--- src/rtl/bcd_pkg.sv ---
// Shared constants, state encoding and width helper for the BCD-to-binary converter.
package bcd_pkg;

  localparam int unsigned BCD_DIGIT_W = 4;
  localparam logic [BCD_DIGIT_W-1:0] BCD_MAX_DIGIT = 4'd9;

  typedef enum logic [1:0] {
    S_IDLE = 2'd0,
    S_CONV = 2'd1,
    S_DONE = 2'd2
  } state_t;

  // Smallest binary width that holds every value of an ndig-digit decimal number.
  function automatic int unsigned bin_w_for(input int unsigned ndig);
    longint unsigned pow10;
    pow10 = 1;
    for (int unsigned i = 0; i < ndig; i++) pow10 = pow10 * 10;
    return $clog2(pow10);
  endfunction

endpackage

--- src/rtl/bcd_mac10.sv ---
// Combinational multiply-by-ten-and-add step with an out-of-range digit flag.
module bcd_mac10
  import bcd_pkg::*;
#(
  parameter int unsigned BIN_W    = 14,
  parameter bit          CHECK_EN = 1'b0
) (
  input  logic [BIN_W-1:0]       acc,
  input  logic [BCD_DIGIT_W-1:0] digit,
  output logic [BIN_W-1:0]       acc_next,
  output logic                   digit_bad
);

  // acc*10 built from shifts in a widened domain, then truncated back to BIN_W
  assign acc_next = BIN_W'(({4'b0000, acc} << 3) + ({4'b0000, acc} << 1)
                           + (BIN_W + 4)'(digit));

  assign digit_bad = CHECK_EN && (digit > BCD_MAX_DIGIT);

endmodule

--- src/rtl/bcd_to_bin_seq.sv ---
// Sequential BCD-to-binary converter: one digit per clock, MS digit first.
// Optional macro BCD2BIN_DIGIT_CHECK_EN enables the digit>9 error check.
module bcd_to_bin_seq
  import bcd_pkg::*;
#(
  parameter int unsigned NDIG  = 4,
  parameter int unsigned BIN_W = bin_w_for(NDIG)
) (
  input  logic                        clk,
  input  logic                        reset,
  input  logic                        start,
  input  logic [BCD_DIGIT_W*NDIG-1:0] bcd_in,
  output logic                        busy,
  output logic                        done,
  output logic [BIN_W-1:0]            bin_out,
  output logic                        err
);

`ifdef BCD2BIN_DIGIT_CHECK_EN
  localparam bit CHECK_EN = 1'b1;
`else
  localparam bit CHECK_EN = 1'b0;
`endif

  localparam int unsigned IDX_W = (NDIG > 1) ? $clog2(NDIG) : 1;

  state_t                        state;
  logic [BCD_DIGIT_W*NDIG-1:0]   cap;
  logic [IDX_W-1:0]              idx;
  logic [BIN_W-1:0]              acc;
  logic                          err_acc;
  logic [BCD_DIGIT_W-1:0]        digit;
  logic [BIN_W-1:0]              acc_next;
  logic                          digit_bad;
  logic                          err_any;

  // Select the digit currently being folded into the accumulator
  always_comb begin
    digit = cap[idx*BCD_DIGIT_W +: BCD_DIGIT_W];
  end

  assign err_any = err_acc | digit_bad;

  bcd_mac10 #(
    .BIN_W    (BIN_W),
    .CHECK_EN (CHECK_EN)
  ) u_mac10 (
    .acc       (acc),
    .digit     (digit),
    .acc_next  (acc_next),
    .digit_bad (digit_bad)
  );

  // Control FSM, datapath registers and registered outputs
  always_ff @(posedge clk or negedge reset) begin
    if (!reset) begin
      state   <= S_IDLE;
      busy    <= 1'b0;
      done    <= 1'b0;
      bin_out <= '0;
      err     <= 1'b0;
      acc     <= '0;
      idx     <= '0;
      cap     <= '0;
      err_acc <= 1'b0;
    end else begin
      done <= 1'b0;
      case (state)
        S_IDLE, S_DONE: begin
          if (start) begin
            cap     <= bcd_in;
            acc     <= '0;
            idx     <= IDX_W'(NDIG - 1);
            err_acc <= 1'b0;
            busy    <= 1'b1;
            state   <= S_CONV;
          end else begin
            state <= S_IDLE;
          end
        end
        S_CONV: begin
          acc     <= acc_next;
          err_acc <= err_any;
          if (idx == '0) begin
            state   <= S_DONE;
            busy    <= 1'b0;
            done    <= 1'b1;
            bin_out <= err_any ? '0 : acc_next;
            err     <= err_any;
          end else begin
            idx <= idx - 1'b1;
          end
        end
        default: state <= S_IDLE;
      endcase
    end
  end

endmodule
--- config.mk ---
export PLATFORM = sky130hd
export DESIGN_NAME = bcd_to_bin_seq
export DESIGN_NICKNAME = d
export VERILOG_FILES = /design/src/rtl/bcd_pkg.sv /design/src/rtl/bcd_mac10.sv /design/src/rtl/bcd_to_bin_seq.sv
export SDC_FILE = /design/constraint.sdc
export NUM_CORES = 1
export LEC_CHECK = 0
export CORE_AREA = 2 2 77 79
export CTS_CLUSTER_DIAMETER = 50
export CTS_CLUSTER_SIZE = 10
export DETAILED_ROUTE_END_ITERATION = 16
export DIE_AREA = 0 0 79 81
export GPL_ROUTABILITY_DRIVEN = 0
export GPL_TIMING_DRIVEN = 0
export PLACE_DENSITY = 0.79
export SYNTH_ARGS = -nofsm -noshare
export SYNTH_HDL_FRONTEND = slang
export SYNTH_SLANG_ARGS = --single-unit
--- constraint.sdc ---
create_clock -name clk -period 2.89 [get_ports clk]
set_input_delay 0.578 -clock clk [delete_from_list [all_inputs] [get_ports clk]]
set_output_delay 0.578 -clock clk [all_outputs]
set_load 0.03 [all_outputs]
==> impl_metrics.csv, run 1 <==
group,metric,value,unit
run_status,outcome,"complete, but fails checks",
run_status,failing_checks,"negative setup slack",
timing,final.setup.worst_slack,-0.1149,ns
grt,grt_max_degree,41,
routing,wl,5492,um
synthesis,syn_area,2659,sq um
die,fp.dieH,81,um
synthesis,seq_area_frac_synth,0.4612,
grt,track_usage,0.1911,
timing,slew_viol_final,0,
synthesis,synth_seq_cells,49,
synthesis,asyncSetResetFlopFracSynth,1.000,
synthesis,total_nets_after_synthesis,272,
cells_and_area,final_nets,324,
timing,finalSetupViolations,6,
clock_network,number_of_buffers_between_clock_root_and_the_deepest_sink,2,
setup_path,worst_path_dominant_cell_family,"adder cells",
routing,detailroute.via_count,1986,
synthesis,synth_most_common_cell,"dfrtp_1",
clock_network,htreeDepth,2,
timing,clock_skew,0.005946,ns
synthesis,avgSynthCellArea,11.66,sq um
setup_path,critPathLaunchType,"register",
setup_path,critical-path-max-stage-delay,0.49,ns
grt,vias_in_the_first_global_route,2100,
die,fp.dieW,79,um
clock_network,clock_tree_from_tritoncts,"yes",
cells_and_area,n_antenna_cell,0,
cells_and_area,final-instance-count-excl-fill,356,
timing,timing.slew.headroom,0.6351,
timing,grt_setup_unrepaired,"yes",
routing,count_of_tritonroute_iterations_in_the_first_routing_pass,5,
setup_path,critPathSlowestCell,"mux4_2",
timing,hold_violations,0,
routing,drc_errors,0,
min_path,holdCritPathClass,"in2async",
routing,vias_per_cell,5.579,
cells_and_area,final_core_util,0.6078,
die,design.core.area,5675,sq um
clock_network,clkLatencyLatePin,0.30,ns
grt,grt_overflow,0,
synthesis,yosysWarningCount,0,
grt,antenna_violations_before_repair,0,
die,design.die.area,6399,sq um
place,place.detailed.instances,338,
synthesis,synthFlopType,"dfrtp_1",
die,std_cell_rows,28,
clock_network,clkTransAtPathRegs,0.09,ns
setup_path,cp_max_fo,4,
routing,ant_nets,0,
setup_path,worstPathRequired,3.09,ns
clock_network,root_buffer,"clkbuf_8",
synthesis,synth.lib_cells_used.distinct,45,
job,max-cap-violations,0,
timing,post-route-period-util,1.040,
timing,max_freq,332.8,MHz
die,floorplan.io_pins,36,
synthesis,synth_area_leaders,"dfrtp_1 46%, ha_1 11%, mux2_2 8.5%",
routing,initialDrtViolationCount,81,
timing,worst_hold_slack,0.1337,ns
setup_path,cp_cell_sequence,"buf_8, mux4_2, inv_2, fa_1, inv_2, ha_4, a21oi_2, nand4b_1, buf_4, a21oi_2, or3_4, a32o_1",
synthesis,ys_top_cells_by_count,"49 x dfrtp_1, 23 x ha_1, 20 x mux2_2",
routing,wl_per_cell,15.43,um
cells_and_area,areaGrowthSynthToFinish,29.74,%
synthesis,netlist_instances,228,
setup_path,setup.worst_path.end_class,"register",
setup_path,count_of_buffering_cells_on_the_critical_path_with_inverters_included,4,
timing,period_minus_slack,3.005,ns
die,initial_utilization,0.4685,
grt,first_pass_grt_wire_length,9480,um
synthesis,share_of_the_synthesized_area_in_the_top_cell_type,0.4612,
synthesis,synth_edf_count,0,
setup_path,critPathKind,"reg2reg",
clock_network,cts_hold_repair.buffers,0,
place,post-dp-hpwl,4022,um
synthesis,synthDominantAreaCellType,"dfrtp_1",
cells_and_area,n_fill_cell,484,
place,portBuffers,34,
timing,worst_slew_pin_slew,0.5473,ns
clock_network,tritoncts.num_buffers,5,
clock_network,cts_num_sinks,49,
cells_and_area,drive_above_1_share,0.2776,
setup_path,worst_ep_arrival_time,3.20,ns
## path summary, 6_finish.rpt
path                       startpoint           to  slack [ns]  cells past startpoint
setup / recovery               idx[0]      acc[11]       -0.11                     12
hold / removal                  reset  bin_out[13]        0.13                      1
setup reg to reg               idx[0]      acc[11]       -0.11                     12
max in group asynchronous       reset   bin_out[1]        2.26                      2
hold reg to reg            bin_out[0]   bin_out[0]        0.48                      2
min in group clk           bin_out[0]   bin_out[0]        0.48                      2
## through the flow
stage / setup WS [ns] / area (sq um) / setup TNS (ns)
floorplan: 0.001583 / 2670 / 0
global placement: -0.2515 / 3104 / -13.05
detailed placement: -0.2508 / 3119 / -1.685
CTS: -0.1094 / 3368 / -0.2568
global route: -0.2291 / 3450 / -1.375
finish: -0.1149 / 3450 / -0.3389
## final cells by class
class                           count  area, sq um  share of cell area
Buffer                             10        73.82             0.02140
Clock buffer                        5        68.82             0.01995
Clock inverter                      3        46.29             0.01342
Inverter                            9        33.78            0.009793
Multi-Input combinational cell    160         1476              0.4280
Sequential cell                    49         1226              0.3555
Tap cell                           75        93.84             0.02720
Timing Repair Buffer               45        430.4              0.1248
## kinds of logic (layout without fill, tap and decap cells)
group | after synthesis | after routing | synth area share
muxes | 25 | 25 | 0.1224
xor gates and xnor gates | 7 | 7 | 0.02306
and+or+nand+nor | 62 | 62 | 0.1186
adders and majority gates | 25 | 25 | 0.1233
other | 1 | 1 | 0.001410
buffers and inverters | 19 | 72 | 0.03623
DFF | 49 | 49 | 0.4612
AOI/OAI and AO/OA | 40 | 40 | 0.1139
## routing by layer
| layer | share of wire | track usage |
|---|---|---|
| met5 | 0 | 0 |
| met4 | 0.015 | 0.05172 |
| met3 | 0.037 | 0.03889 |
| met2 | 0.53 | 0.3619 |
| met1 | 0.42 | 0.2193 |
## timing repair
action                                  in CTS  in global routing
gates resized for setup                     17                  9
pin swaps                                   11                 12
endpoints found under the setup margin      11                 11
buffers inserted                             6                  4
## flip-flops by register name (all words and copies together) (netlist names)
register,count
cap,16
bin_out,14
acc,13
idx,2
state,2
busy,1
done,1
## cells in the final DEF (no fill, tap or decap), drive strengths merged, types with 4 or more instances in the layout
cell	instances
a21oi	13
buf	22
nand3	5
clkdlybuf4s50	33
xnor2	4
dfrtp	49
mux4	4
nand4	4
or3	5
inv	9
nand2	19
nor3	4
mux2	20
clkbuf	5
a22o	9
ha	23
nor2	11
nor2b	5
Power of run 1 is not shown: default switching activity piles up to over one toggle a cycle in this logic, so the estimate is an artifact.
==> inputs of run 2 (changes only) <==
--- a/config.mk
+++ b/config.mk
@@ -13,6 +13,7 @@
 export GPL_ROUTABILITY_DRIVEN = 0
 export GPL_TIMING_DRIVEN = 0
 export PLACE_DENSITY = 0.79
+export SLEW_MARGIN = 20
 export SYNTH_ARGS = -nofsm -noshare
 export SYNTH_HDL_FRONTEND = slang
 export SYNTH_SLANG_ARGS = --single-unit
==> impl_metrics.csv, run 2 (synthesized netlist as in run 1, its figures left out) <==
group,metric,value,unit
clock_network,clock_tree_from_tritoncts,"yes",
routing,drc_errors,0,
die,fp.dieW,79,um
grt,first_pass_grt_wire_length,9528,um
clock_network,htreeDepth,2,
routing,detailroute.via_count,2005,
setup_path,cp_cell_sequence,"clkbuf_8, mux4_2, inv_2, fa_1, inv_2, ha_4, a21oi_2, nand4b_1, buf_4, a21oi_2, or3_4, a32o_1",
routing,wl,5692,um
grt,grt_overflow,0,
setup_path,critPathLaunchType,"register",
cells_and_area,final_core_util,0.6038,
setup_path,setup.worst_path.end_class,"register",
cells_and_area,drive_above_1_share,0.2776,
die,fp.dieH,81,um
timing,post-route-period-util,1.052,
routing,vias_per_cell,5.632,
place,post-dp-hpwl,3970,um
cells_and_area,layout.cells.most_common,"dfrtp_1",
timing,slew_viol_final,0,
die,std_cell_rows,28,
clock_network,clkTransAtPathRegs,0.09,ns
cells_and_area,final_nets,324,
job,max-cap-violations,0,
cells_and_area,largest_register,"cap",
setup_path,worstReg2RegStart,"idx[0]",
timing,worst_slew_pin_slew,0.6281,ns
clock_network,clkLatencyLatePin,0.30,ns
timing,finalSetupViolations,9,
setup_path,crit_start,"idx[0]",
clock_network,root_buffer,"clkbuf_8",
clock_network,cts_hold_repair.buffers,0,
timing,timing.slew.headroom,0.5813,
timing,hold_violations,0,
grt,grt_max_degree,50,
setup_path,critical-path-max-stage-delay,0.49,ns
clock_network,cts_num_sinks,49,
die,design.die.area,6399,sq um
timing,clock_skew,0.007460,ns
die,initial_utilization,0.4685,
cells_and_area,max_ffs_per_register,16,
timing,period_minus_slack,3.040,ns
timing,grt_setup_unrepaired,"yes",
cells_and_area,commonest_non_fill_non_tap_cells_in_the_layout,"49 x dfrtp_1, 33 x clkdlybuf4s50_1, 19 x ha_1",
setup_path,count_of_buffering_cells_on_the_critical_path_with_inverters_included,4,
timing,final.setup.worst_slack,-0.1496,ns
routing,count_of_tritonroute_iterations_in_the_first_routing_pass,4,
cells_and_area,areaGrowthSynthToFinish,28.89,%
die,design.core.area,5675,sq um
setup_path,critPathSlowestCell,"mux4_2",
setup_path,critPathKind,"reg2reg",
routing,initialDrtViolationCount,171,
die,floorplan.io_pins,36,
grt,vias_in_the_first_global_route,2088,
cells_and_area,n_antenna_cell,0,
grt,track_usage,0.1915,
routing,wl_per_cell,15.99,um
cells_and_area,biggestRegsByFlops,"cap (16), bin_out (14), acc (13)",
run_status,failing_checks,"negative setup slack",
clock_network,tritoncts.num_buffers,5,
routing,ant_nets,0,
setup_path,worst_path_dominant_cell_family,"adder cells",
clock_network,number_of_buffers_between_clock_root_and_the_deepest_sink,2,
min_path,holdCritPathClass,"in2async",
setup_path,cp_max_fo,4,
run_status,outcome,"complete, but fails checks",
setup_path,worst_ep_arrival_time,3.24,ns
setup_path,worstPathRequired,3.09,ns
grt,antenna_violations_before_repair,0,
place,portBuffers,34,
timing,max_freq,329.0,MHz
## run 2: repair_timing
| item | CTS | global route |
|---|---|---|
| buffers inserted | 8 | 3 |
| setup endpoints to repair | 12 | 13 |
| pin swaps | 10 | 13 |
| resized for setup | 17 | 10 |
## run 2: final timing paths
| check | endpoint | slack, ns | cells after the start |
|---|---|---|---|
| max | acc[11] | -0.15 | 12 |
| min | bin_out[6] | 0.28 | 1 |
| max reg2reg | acc[11] | -0.15 | 12 |
| min reg2reg | bin_out[0] | 0.48 | 2 |
| max in group asynchronous | bin_out[5] | 2.18 | 1 |
| min in group clk | bin_out[0] | 0.48 | 2 |
## run 2: area by class of cell
cell class / count / area [sq um]
Tap cell: 75 / 93.84
Clock inverter: 2 / 13.76
Multi-Input combinational cell: 160 / 1480
Clock buffer: 6 / 82.58
Timing Repair Buffer: 45 / 424.2
Inverter: 9 / 33.78
Sequential cell: 49 / 1226
Buffer: 10 / 72.57
Fill cell: 484 / 2248
## run 2: stage by stage
step | hold WS (ns) | worst slack [ns] | instance area [sq um] | std cells | setup TNS (ns)
6_report | 0.2808 | -0.1496 | 3427 | 356 | -0.6704
3_3_place_gp | 0.4664 | -0.2515 | 3104 | 337 | -13.05
5_1_grt | 0.3239 | -0.2617 | 3427 | 356 | -1.806
4_1_cts | 0.3069 | -0.1126 | 3347 | 353 | -0.4051
2_1_floorplan | 0.2824 | 0.001583 | 2670 | 228 | 0
3_5_place_dp | 0.4654 | -0.2758 | 3102 | 337 | -1.993
## run 2: worst reg2reg max path, cell delays in order, from the launching register on
cell	delay [ns]
dfrtp_1	0.36
clkbuf_8	0.15
mux4_2	0.50
inv_2	0.07
fa_1	0.41
inv_2	0.11
ha_4	0.21
a21oi_2	0.13
nand4b_1	0.23
buf_4	0.16
a21oi_2	0.05
or3_4	0.33
a32o_1	0.25
## run 2: layer usage
metal | wire length, um | global-route usage | up-vias | share of wire
li1 | - | - | 934 | -
met1 | 2353 | 0.2226 | 1005 | 0.41
met2 | 3012 | 0.3508 | 56 | 0.53
met3 | 207 | 0.03222 | 10 | 0.036
met4 | 118 | 0.07931 | 0 | 0.021
met5 | 0 | 0 | - | 0
Power of run 2 is left out for the same reason.
==> inputs of run 3 (changes only) <==
--- a/config.mk
+++ b/config.mk
@@ -13,6 +13,7 @@
 export GPL_ROUTABILITY_DRIVEN = 0
 export GPL_TIMING_DRIVEN = 0
 export PLACE_DENSITY = 0.79
+export SKIP_LAST_GASP = 1
 export SLEW_MARGIN = 20
 export SYNTH_ARGS = -nofsm -noshare
 export SYNTH_HDL_FRONTEND = slang
==> results of run 3 <==
Same layout as run 2: the final DEF is identical, and so are final timing and power.
Power of run 3 is left out for the same reason.
